**config.mk**
```make
export PLATFORM = sky130hd
export DESIGN_NAME = demux_pkt_router
export DESIGN_NICKNAME = d
export VERILOG_FILES = /design/src/rtl/demux_pkg.sv /design/src/rtl/demux_out_reg.sv /design/src/rtl/demux_pkt_router.sv
export SDC_FILE = /design/constraint.sdc
export NUM_CORES = 1
export LEC_CHECK = 0
export CAP_MARGIN = 20
export CORE_MARGIN = 5
export CORE_UTILIZATION = 38
export CTS_CLUSTER_SIZE = 40
export DETAILED_ROUTE_END_ITERATION = 8
export PLACE_DENSITY = 0.82
export SLEW_MARGIN = 20
export SYNTH_ARGS = -nofsm -noshare
export SYNTH_HDL_FRONTEND = slang
export SYNTH_HIERARCHICAL = 1
export SYNTH_SLANG_ARGS = --single-unit
```
**constraint.sdc**
```tcl
create_clock -name clk -period 1.85 [get_ports clk]
set_input_delay 0.37 -clock clk [delete_from_list [all_inputs] [get_ports clk]]
set_output_delay 0.37 -clock clk [all_outputs]
set_load 0.01 [all_outputs]
```
**src/rtl/demux_pkg.sv**
```systemverilog
// Shared types and helpers for the packet demux router.
package demux_pkg;

  typedef enum logic [1:0] {
    IDLE  = 2'd0,
    ROUTE = 2'd1,
    DROP  = 2'd2
  } state_t;

  localparam int CNT_W = 16;

  // Destination index width; a 1:2 demux still needs one select bit.
  function automatic int sel_w(input int n);
    return (n <= 2) ? 1 : $clog2(n);
  endfunction

endpackage

```
**src/rtl/demux_out_reg.sv**
```systemverilog
// Single-entry valid/ready pipeline register holding {data, last, dest}.
module demux_out_reg
  import demux_pkg::*;
#(
  parameter int DATA_W = 8,
  parameter int SEL_W  = 1
) (
  input  logic              clk,
  input  logic              rst,
  input  logic              i_load,
  input  logic              i_ready,
  input  logic [DATA_W-1:0] i_data,
  input  logic              i_last,
  input  logic [SEL_W-1:0]  i_dest,
  output logic              o_valid,
  output logic [DATA_W-1:0] o_data,
  output logic              o_last,
  output logic [SEL_W-1:0]  o_dest
);

  logic              r_valid;
  logic [DATA_W-1:0] r_data;
  logic              r_last;
  logic [SEL_W-1:0]  r_dest;

  // Payload only changes on load, so it holds stable while the sink stalls.
  always_ff @(posedge clk or posedge rst) begin
    if (rst) begin
      r_valid <= 1'b0;
      r_data  <= '0;
      r_last  <= 1'b0;
      r_dest  <= '0;
    end else if (i_load) begin
      r_valid <= 1'b1;
      r_data  <= i_data;
      r_last  <= i_last;
      r_dest  <= i_dest;
    end else if (r_valid && i_ready) begin
      r_valid <= 1'b0;
    end
  end

  assign o_valid = r_valid;
  assign o_data  = r_data;
  assign o_last  = r_last;
  assign o_dest  = r_dest;

endmodule

```
**src/rtl/demux_pkt_router.sv**
```systemverilog
// Packet router for a 1:N demux: per-packet destination latch, drop of bad destinations.
// Optional per-sink/drop counters are enabled by defining DEMUX_STATS_EN.
module demux_pkt_router
  import demux_pkg::*;
#(
  parameter int DATA_W = 8,
  parameter int N_OUT  = 2,
  parameter int SEL_W  = sel_w(N_OUT)
) (
  input  logic              clk,
  input  logic              rst,
  input  logic              s_valid,
  output logic              s_ready,
  input  logic [DATA_W-1:0] s_data,
  input  logic              s_last,
  input  logic [SEL_W-1:0]  s_dest,
  output logic [N_OUT-1:0]  m_valid,
  input  logic [N_OUT-1:0]  m_ready,
  output logic [DATA_W-1:0] m_data,
  output logic              m_last,
  output logic              busy,
  output logic              err_dest
`ifdef DEMUX_STATS_EN
  ,
  output logic [N_OUT*CNT_W-1:0] pkt_cnt,
  output logic [CNT_W-1:0]       drop_cnt,
  input  logic                   stats_clr
`endif
);

  localparam logic [SEL_W:0] N_OUT_L = (SEL_W+1)'(N_OUT);

  state_t            r_state, w_next;
  logic [SEL_W-1:0]  r_cur_dest, w_cur_dest_next, w_ld_dest;
  logic              r_err, w_err, w_load;
  logic              w_reg_valid, w_reg_last;
  logic [DATA_W-1:0] w_reg_data;
  logic [SEL_W-1:0]  w_reg_dest;
  logic              w_sel_ready, w_drain, w_accept, w_dest_ok;

  demux_out_reg #(.DATA_W(DATA_W), .SEL_W(SEL_W)) u_out_reg (
    .clk     (clk),
    .rst     (rst),
    .i_load  (w_load),
    .i_ready (w_sel_ready),
    .i_data  (s_data),
    .i_last  (s_last),
    .i_dest  (w_ld_dest),
    .o_valid (w_reg_valid),
    .o_data  (w_reg_data),
    .o_last  (w_reg_last),
    .o_dest  (w_reg_dest)
  );

  // Only the sink addressed by the held beat can drain it; others are ignored.
  always_comb begin
    w_sel_ready = 1'b0;
    m_valid     = '0;
    for (int i = 0; i < N_OUT; i++) begin
      if (w_reg_dest == SEL_W'(i)) begin
        w_sel_ready = m_ready[i];
        m_valid[i]  = w_reg_valid;
      end
    end
  end

  assign w_drain   = w_reg_valid && w_sel_ready;
  assign s_ready   = (r_state == DROP) ? 1'b1 : (!w_reg_valid || w_sel_ready);
  assign w_accept  = s_valid && s_ready;
  assign w_dest_ok = ({1'b0, s_dest} < N_OUT_L);

  always_ff @(posedge clk or posedge rst) begin
    if (rst) begin
      r_state    <= IDLE;
      r_cur_dest <= '0;
      r_err      <= 1'b0;
    end else begin
      r_state    <= w_next;
      r_cur_dest <= w_cur_dest_next;
      r_err      <= w_err;
    end
  end

  always_comb begin
    w_next          = r_state;
    w_cur_dest_next = r_cur_dest;
    w_ld_dest       = r_cur_dest;
    w_load          = 1'b0;
    w_err           = 1'b0;
    case (r_state)
      IDLE: begin
        if (w_accept) begin
          if (w_dest_ok) begin
            w_load          = 1'b1;
            w_ld_dest       = s_dest;
            w_cur_dest_next = s_dest;
            w_next          = s_last ? IDLE : ROUTE;
          end else begin
            w_err  = 1'b1;
            w_next = s_last ? IDLE : DROP;
          end
        end
      end
      ROUTE: begin
        if (w_accept) begin
          w_load = 1'b1;
          if (s_last) w_next = IDLE;
        end
      end
      DROP: begin
        if (w_accept && s_last) w_next = IDLE;
      end
      default: w_next = IDLE;
    endcase
  end

  assign m_data   = w_reg_data;
  assign m_last   = w_reg_last;
  assign busy     = (r_state != IDLE);
  assign err_dest = r_err;

`ifdef DEMUX_STATS_EN
  logic [CNT_W-1:0] r_pkt_cnt [N_OUT];
  logic [CNT_W-1:0] r_drop_cnt;

  // A packet counts when its last beat leaves the output register.
  always_ff @(posedge clk or posedge rst) begin
    if (rst) begin
      r_drop_cnt <= '0;
      for (int i = 0; i < N_OUT; i++) r_pkt_cnt[i] <= '0;
    end else if (stats_clr) begin
      r_drop_cnt <= '0;
      for (int i = 0; i < N_OUT; i++) r_pkt_cnt[i] <= '0;
    end else begin
      if (w_err) r_drop_cnt <= r_drop_cnt + 1'b1;
      for (int i = 0; i < N_OUT; i++) begin
        if (w_drain && w_reg_last && (w_reg_dest == SEL_W'(i)))
          r_pkt_cnt[i] <= r_pkt_cnt[i] + 1'b1;
      end
    end
  end

  for (genvar g = 0; g < N_OUT; g++) begin : g_pkt_cnt
    assign pkt_cnt[g*CNT_W +: CNT_W] = r_pkt_cnt[g];
  end
  assign drop_cnt = r_drop_cnt;
`endif

endmodule
```
# Yosys cells after proc, flatten, opt, wreduce, memory -nomap -nowiden
# Cells that the tools add are included.
[totals]
output_inout_bits = 14
inputBits = 15
ff_bits = 14
elab_cells = 38
[op_classes]
n_reduce_logical = 10
mux = 16
n_eq_ne = 6
[op_table]
columns = ["op", "n"]
rows = [
  ["$mux W1", 11],
  ["$mux W2", 4],
  ["$ne A2 B2 Y1 const B", 3],
  ["$pmux W2 S3", 1],
  ["$reduce_and A4 Y1", 1],
  ["$reduce_bool A2 Y1", 2],
  ["$logic_and A1 B1 Y1", 3],
  ["$eq A2 B1 Y1 const B", 1],
  ["$eq A2 B2 Y1 const B", 1],
  ["$logic_not A2 Y1", 1],
  ["$ne A2 B1 Y1 const B", 1],
  ["$reduce_or A2 Y1", 1],
  ["$logic_not A1 Y1", 1],
  ["$logic_or A1 B1 Y1", 1],
]

# Depth between registers and ports, before layout
[logic_depth]
word_depth = 7
mapped_depth = 4

# By module
# The synthesis kept the hierarchy.
[by_module_without_submodules]
columns = ["module", "cells_per_inst", "instances", "area_per_inst_um2"]
rows = [
  ["demux_out_reg", 25, 1, 449.2],
  ["demux_pkt_router", 16, 1, 157.7],
]

# Worst setup path before layout
# No wires, ideal clock.
[synth_timing]
kind = "register -> register"
start = "register u_out_reg.r_dest (netlist: u_out_reg/o_dest)"
end = "register u_out_reg.r_dest (netlist: u_out_reg/o_dest)"
path_stages_with_launch = 5
setup_time_ps = 125
setup_slack_ps = 398
synth_period_minus_slack_ps = 1452
arrival_time_ps = 1327
cell_sequence = "dfrtp_1 mux2i_2 a21oi_2 mux2_4 mux2_4"
[synth_between]
elab_chain_len = 6
word_cells_on_any_way = 8
cone_classes = "mux (6); reduce/logical (2)"
[synth_lines]
columns = ["item", "line", "source"]
rows = [
  ["start: declaration", "demux_out_reg.sv:24", "logic [SEL_W-1:0] r_dest;"],
  ["start signal: assignment", "demux_out_reg.sv:37", "r_dest <= i_dest;"],
  ["$mux W1 (*)", "demux_pkt_router.sv:60", "if (w_reg_dest == SEL_W'(i)) begin"],
  ["$logic_or A1 B1 Y1 (*)", "demux_pkt_router.sv:68", "assign s_ready = (r_state == DROP) ? 1'b1 : (!w_reg_valid || w_sel_ready);"],
  ["$mux W1 (*)", "demux_pkt_router.sv:68", ""],
  ["$logic_and A1 B1 Y1 (*)", "demux_pkt_router.sv:69", "assign w_accept = s_valid && s_ready;"],
  ["$mux W1", "demux_pkt_router.sv:92", "if (w_accept) begin"],
  ["$mux W1, on equally long branches", "n/a", ""],
]
# Every way passes the cells marked *; elsewhere a longest branch is shown, timed or not.
# A chain may end at the register's enable or synchronous reset.

# Worst setup path in the final report
[layout_timing]
start = "register u_out_reg.r_valid (netlist: u_out_reg/o_valid)"
end = "output m_valid[1]"
[layout_between]
elab_chain_len = 1
[layout_lines]
columns = ["item", "line", "source"]
rows = [
  ["start: declaration", "demux_out_reg.sv:21", "logic r_valid;"],
  ["start signal: assignment", "demux_out_reg.sv:29", "r_valid <= 1'b0;"],
  ["start signal: assignment", "demux_out_reg.sv:34", "r_valid <= 1'b1;"],
  ["start signal: assignment", "demux_out_reg.sv:39", "r_valid <= 1'b0;"],
  ["$mux W1", "demux_pkt_router.sv:60", ""],
  ["end: declaration", "demux_pkt_router.sv:17", "output logic [N_OUT-1:0] m_valid,"],
]
# Every way passes these cells.

==> results by group <==
Synth
  • Syn Area/Cell: 14.8 um2
  • Post-synth EDFFs: 0
  • Seq cells post-synth: 13
  • Syn Std Cell Area: 607 um2
  • Most frequent cell after synthesis: dfrtp_1
  • Sequential-to-total area share from yosys stat: 53.6%
  • Post-synth top flop: dfrtp_1
  • Syn nets: 56
  • Synth top area cells: dfrtp_1, mux2_4, inv_1
  • Yosys cell types: 16
  • Largest area contributor in the netlist: dfrtp_1
  • Top cell type's share of synthesized area: 53.6%
  • Synthesized instance count: 41
  • Most common library cells after synthesis: dfrtp_1, mux2_4, inv_1
  • Ys Warns: 6
  • Ys async rst share: 100%

CTS
  • CTS Hold Bufs: 0
  • CTS tree: built
  • CTS Sinks: 13
  • Clock slew at reported path FFs: 80 ps
  • Clock Tree Buf Depth: 2
  • Total CTS buffers: 3
  • H-Tree Depth: 1
  • Setup bufs post-CTS: 0
  • Clock root buffer: clkbuf_4
  • Worst skew pair latency: 270 ps

Placed design
  • Placed inst area: 908 um2
  • Placed wire-length estimate: 1010 um
  • PortBufs: 27
  • Routability cong.: 0.753

STA
  • Final setup vio count: 0
  • Maximum clock frequency: 571 MHz
  • Minimum clock period: 1750 ps
  • Final period utilization: 94.7%
  • Endpoints failing hold: 0
  • Slew Limit Fails: 0
  • Setup_tns: 0 ps
  • Final Skew: 5.69 ps
  • Unrepaired setup endpoints after global routing: no

Global route
  • Most Crowded Layer GR: met2
  • Global-route wire length before repair: 2130 um
  • Overall global routing resource usage: 11.0%
  • Gr ovfl total: 0
  • M1 GR Usage: 13.5%
  • Largest net degree at the start of global routing: 12
  • Vias in the first global route: 456
  • Met3 usage: 3.61%
  • Met2 usage: 18.4%
  • Initial antenna violation count: 0

Drt
  • WL per Instance: 14.0 um
  • Vias: 408
  • # DRC: 0
  • DR vias/cell: 4.53
  • DR iter-0 viols: 2
  • Pre-Repair DR Iteration Count: 3
  • Routed WL: 1260 um
  • Antenna viol nets, final: 0

Power and ir drop
  • Lkg Pwr: 0.000448 uW
  • Power Density: 1290 nW/um2
  • Max rail drop VDD: 0.623 mV
  • Overall Power: 1210 uW

Final layout
  • Final nets: 90
  • Share of cells above drive strength 1: 33.8%
  • FILL cells: 143
  • Number of antenna diodes: 0
  • Post-Layout Inst Area: 937 um2
  • Area grow syn2layout: 54.4%
  • Fin util: 62.2%

Setup path
  • Crit path DAT: 1380 ps
  • Crit Path Max Fanout: 6
  • Critical path required time: 1480 ps
  • Crit end category: primary output
  • Critical Path Start Type: flip-flop
  • Reg2reg path depth: 5
  • R2r startpoint: u_out_reg/o_dest$_DFFE_PP0P_
  • Worst reg2reg path endpoint: u_out_reg/o_dest$_DFFE_PP0P_
  • Reg-to-reg slack, setup: 250 ps
  • Setup CP Type: flip-flop to primary output

Status
  • Status: completed

Die
  • Initial Util: 40.3%
  • Die Width: 50.0 um
  • Io pins: 29
  • CORE AREA: 1510 um2
  • Die area: 2500 um2
  • Die height: 50.0 um
  • Row count: 14

Hold path
  • Min-delay worst type: primary input to async pin

Flow run
  • MaxCap Viol Count: 0
[kinds of logic (layout without fill, tap and decap cells)]
kind of cell / Yosys count / in the layout / synth area share (%)
AOI/OAI and AO/OA: 3 / 3 / 4.74
buffers and inverters: 7 / 40 / 6.19
DFF: 13 / 13 / 53.6
muxes: 13 / 13 / 30.5
other: 1 / 1 / 0.618
and+or+nand+nor: 4 / 4 / 4.33
[layer usage]
metal  wire length (um)  vias to the layer above
li1                   -                      198
met1                569                      189
met2                589                       21
met3                 99                        0
met4                  0                        0
met5                  0                        -
[flip-flops by register name, summed over array words and instances, names as in the netlist]
| register | flops |
|---|---|
| u_out_reg/o_data | 8 |
| u_out_reg/o_valid | 1 |
| u_out_reg/o_last | 1 |
| u_out_reg/o_dest | 1 |
| r_cur_dest | 1 |
| r_state | 1 |
[report_power, final]
part	switching, uW	total [uW]	internal [uW]
Combinational	189	572	383
Clock	87.3	171	83.3
Sequential	74.7	463	388
[per-stage QoR]
stage               cells  hold WS [ps]  setup slack, ps
floorplan              41           111              398
global placement       86           488            -36.5
detailed placement     86           491            -93.3
CTS                    90           274             6.21
global route           90           291             38.4
finish                 90           277             98.9
[critical path, cell delays in order (launching register included)]
cell	delay (ps)
dfrtp_2	450
and2_2	200
clkdlybuf4s50_1	470
[how the worst max path moves through the flow]
stage | cells past startpoint | end | slack [ps] | start
after floorplan | 4 | u_out_reg/o_dest$_DFFE_PP0P_ | 400 | u_out_reg/o_dest$_DFFE_PP0P_
after global placement | 6 | u_out_reg/o_dest$_DFFE_PP0P_ | -40 | m_ready[0]
after detailed placement | 6 | u_out_reg/o_dest$_DFFE_PP0P_ | -90 | m_ready[0]
after CTS | 2 | m_valid[0] | 6 | u_out_reg/o_dest$_DFFE_PP0P_
after global routing | 2 | m_valid[1] | 40 | u_out_reg/o_valid$_DFFE_PP0P_
final | 2 | m_valid[1] | 100 | u_out_reg/o_valid$_DFFE_PP0P_
[cells in the final DEF (no fill, tap or decap), drive strengths merged]
master	n
dlymetal6s2s	1
inv	5
mux2i	2
a21boi	1
a21o	1
nand2b	1
mux2	11
clkdlybuf4s50	25
dfrtp	13
a21oi	1
conb	1
dlygate4sd2	1
and2b	1
buf	4
nand2	1
and2	1
clkbuf	4
[area by class of cell]
cell class | count | area (um2) | area share, %
Tap cell | 16 | 20.0 | 2.14
Sequential cell | 13 | 327 | 34.8
Timing Repair Buffer | 31 | 302 | 32.2
Multi-Input combinational cell | 21 | 244 | 26.0
Clock buffer | 4 | 26.3 | 2.80
Inverter | 5 | 18.8 | 2.00
[timing repair]
action                     CTS  global route
setup endpoints to repair    1             2
gates cloned                 0             0
resized for setup            1             2
Power figures use the tool's default switching activity.
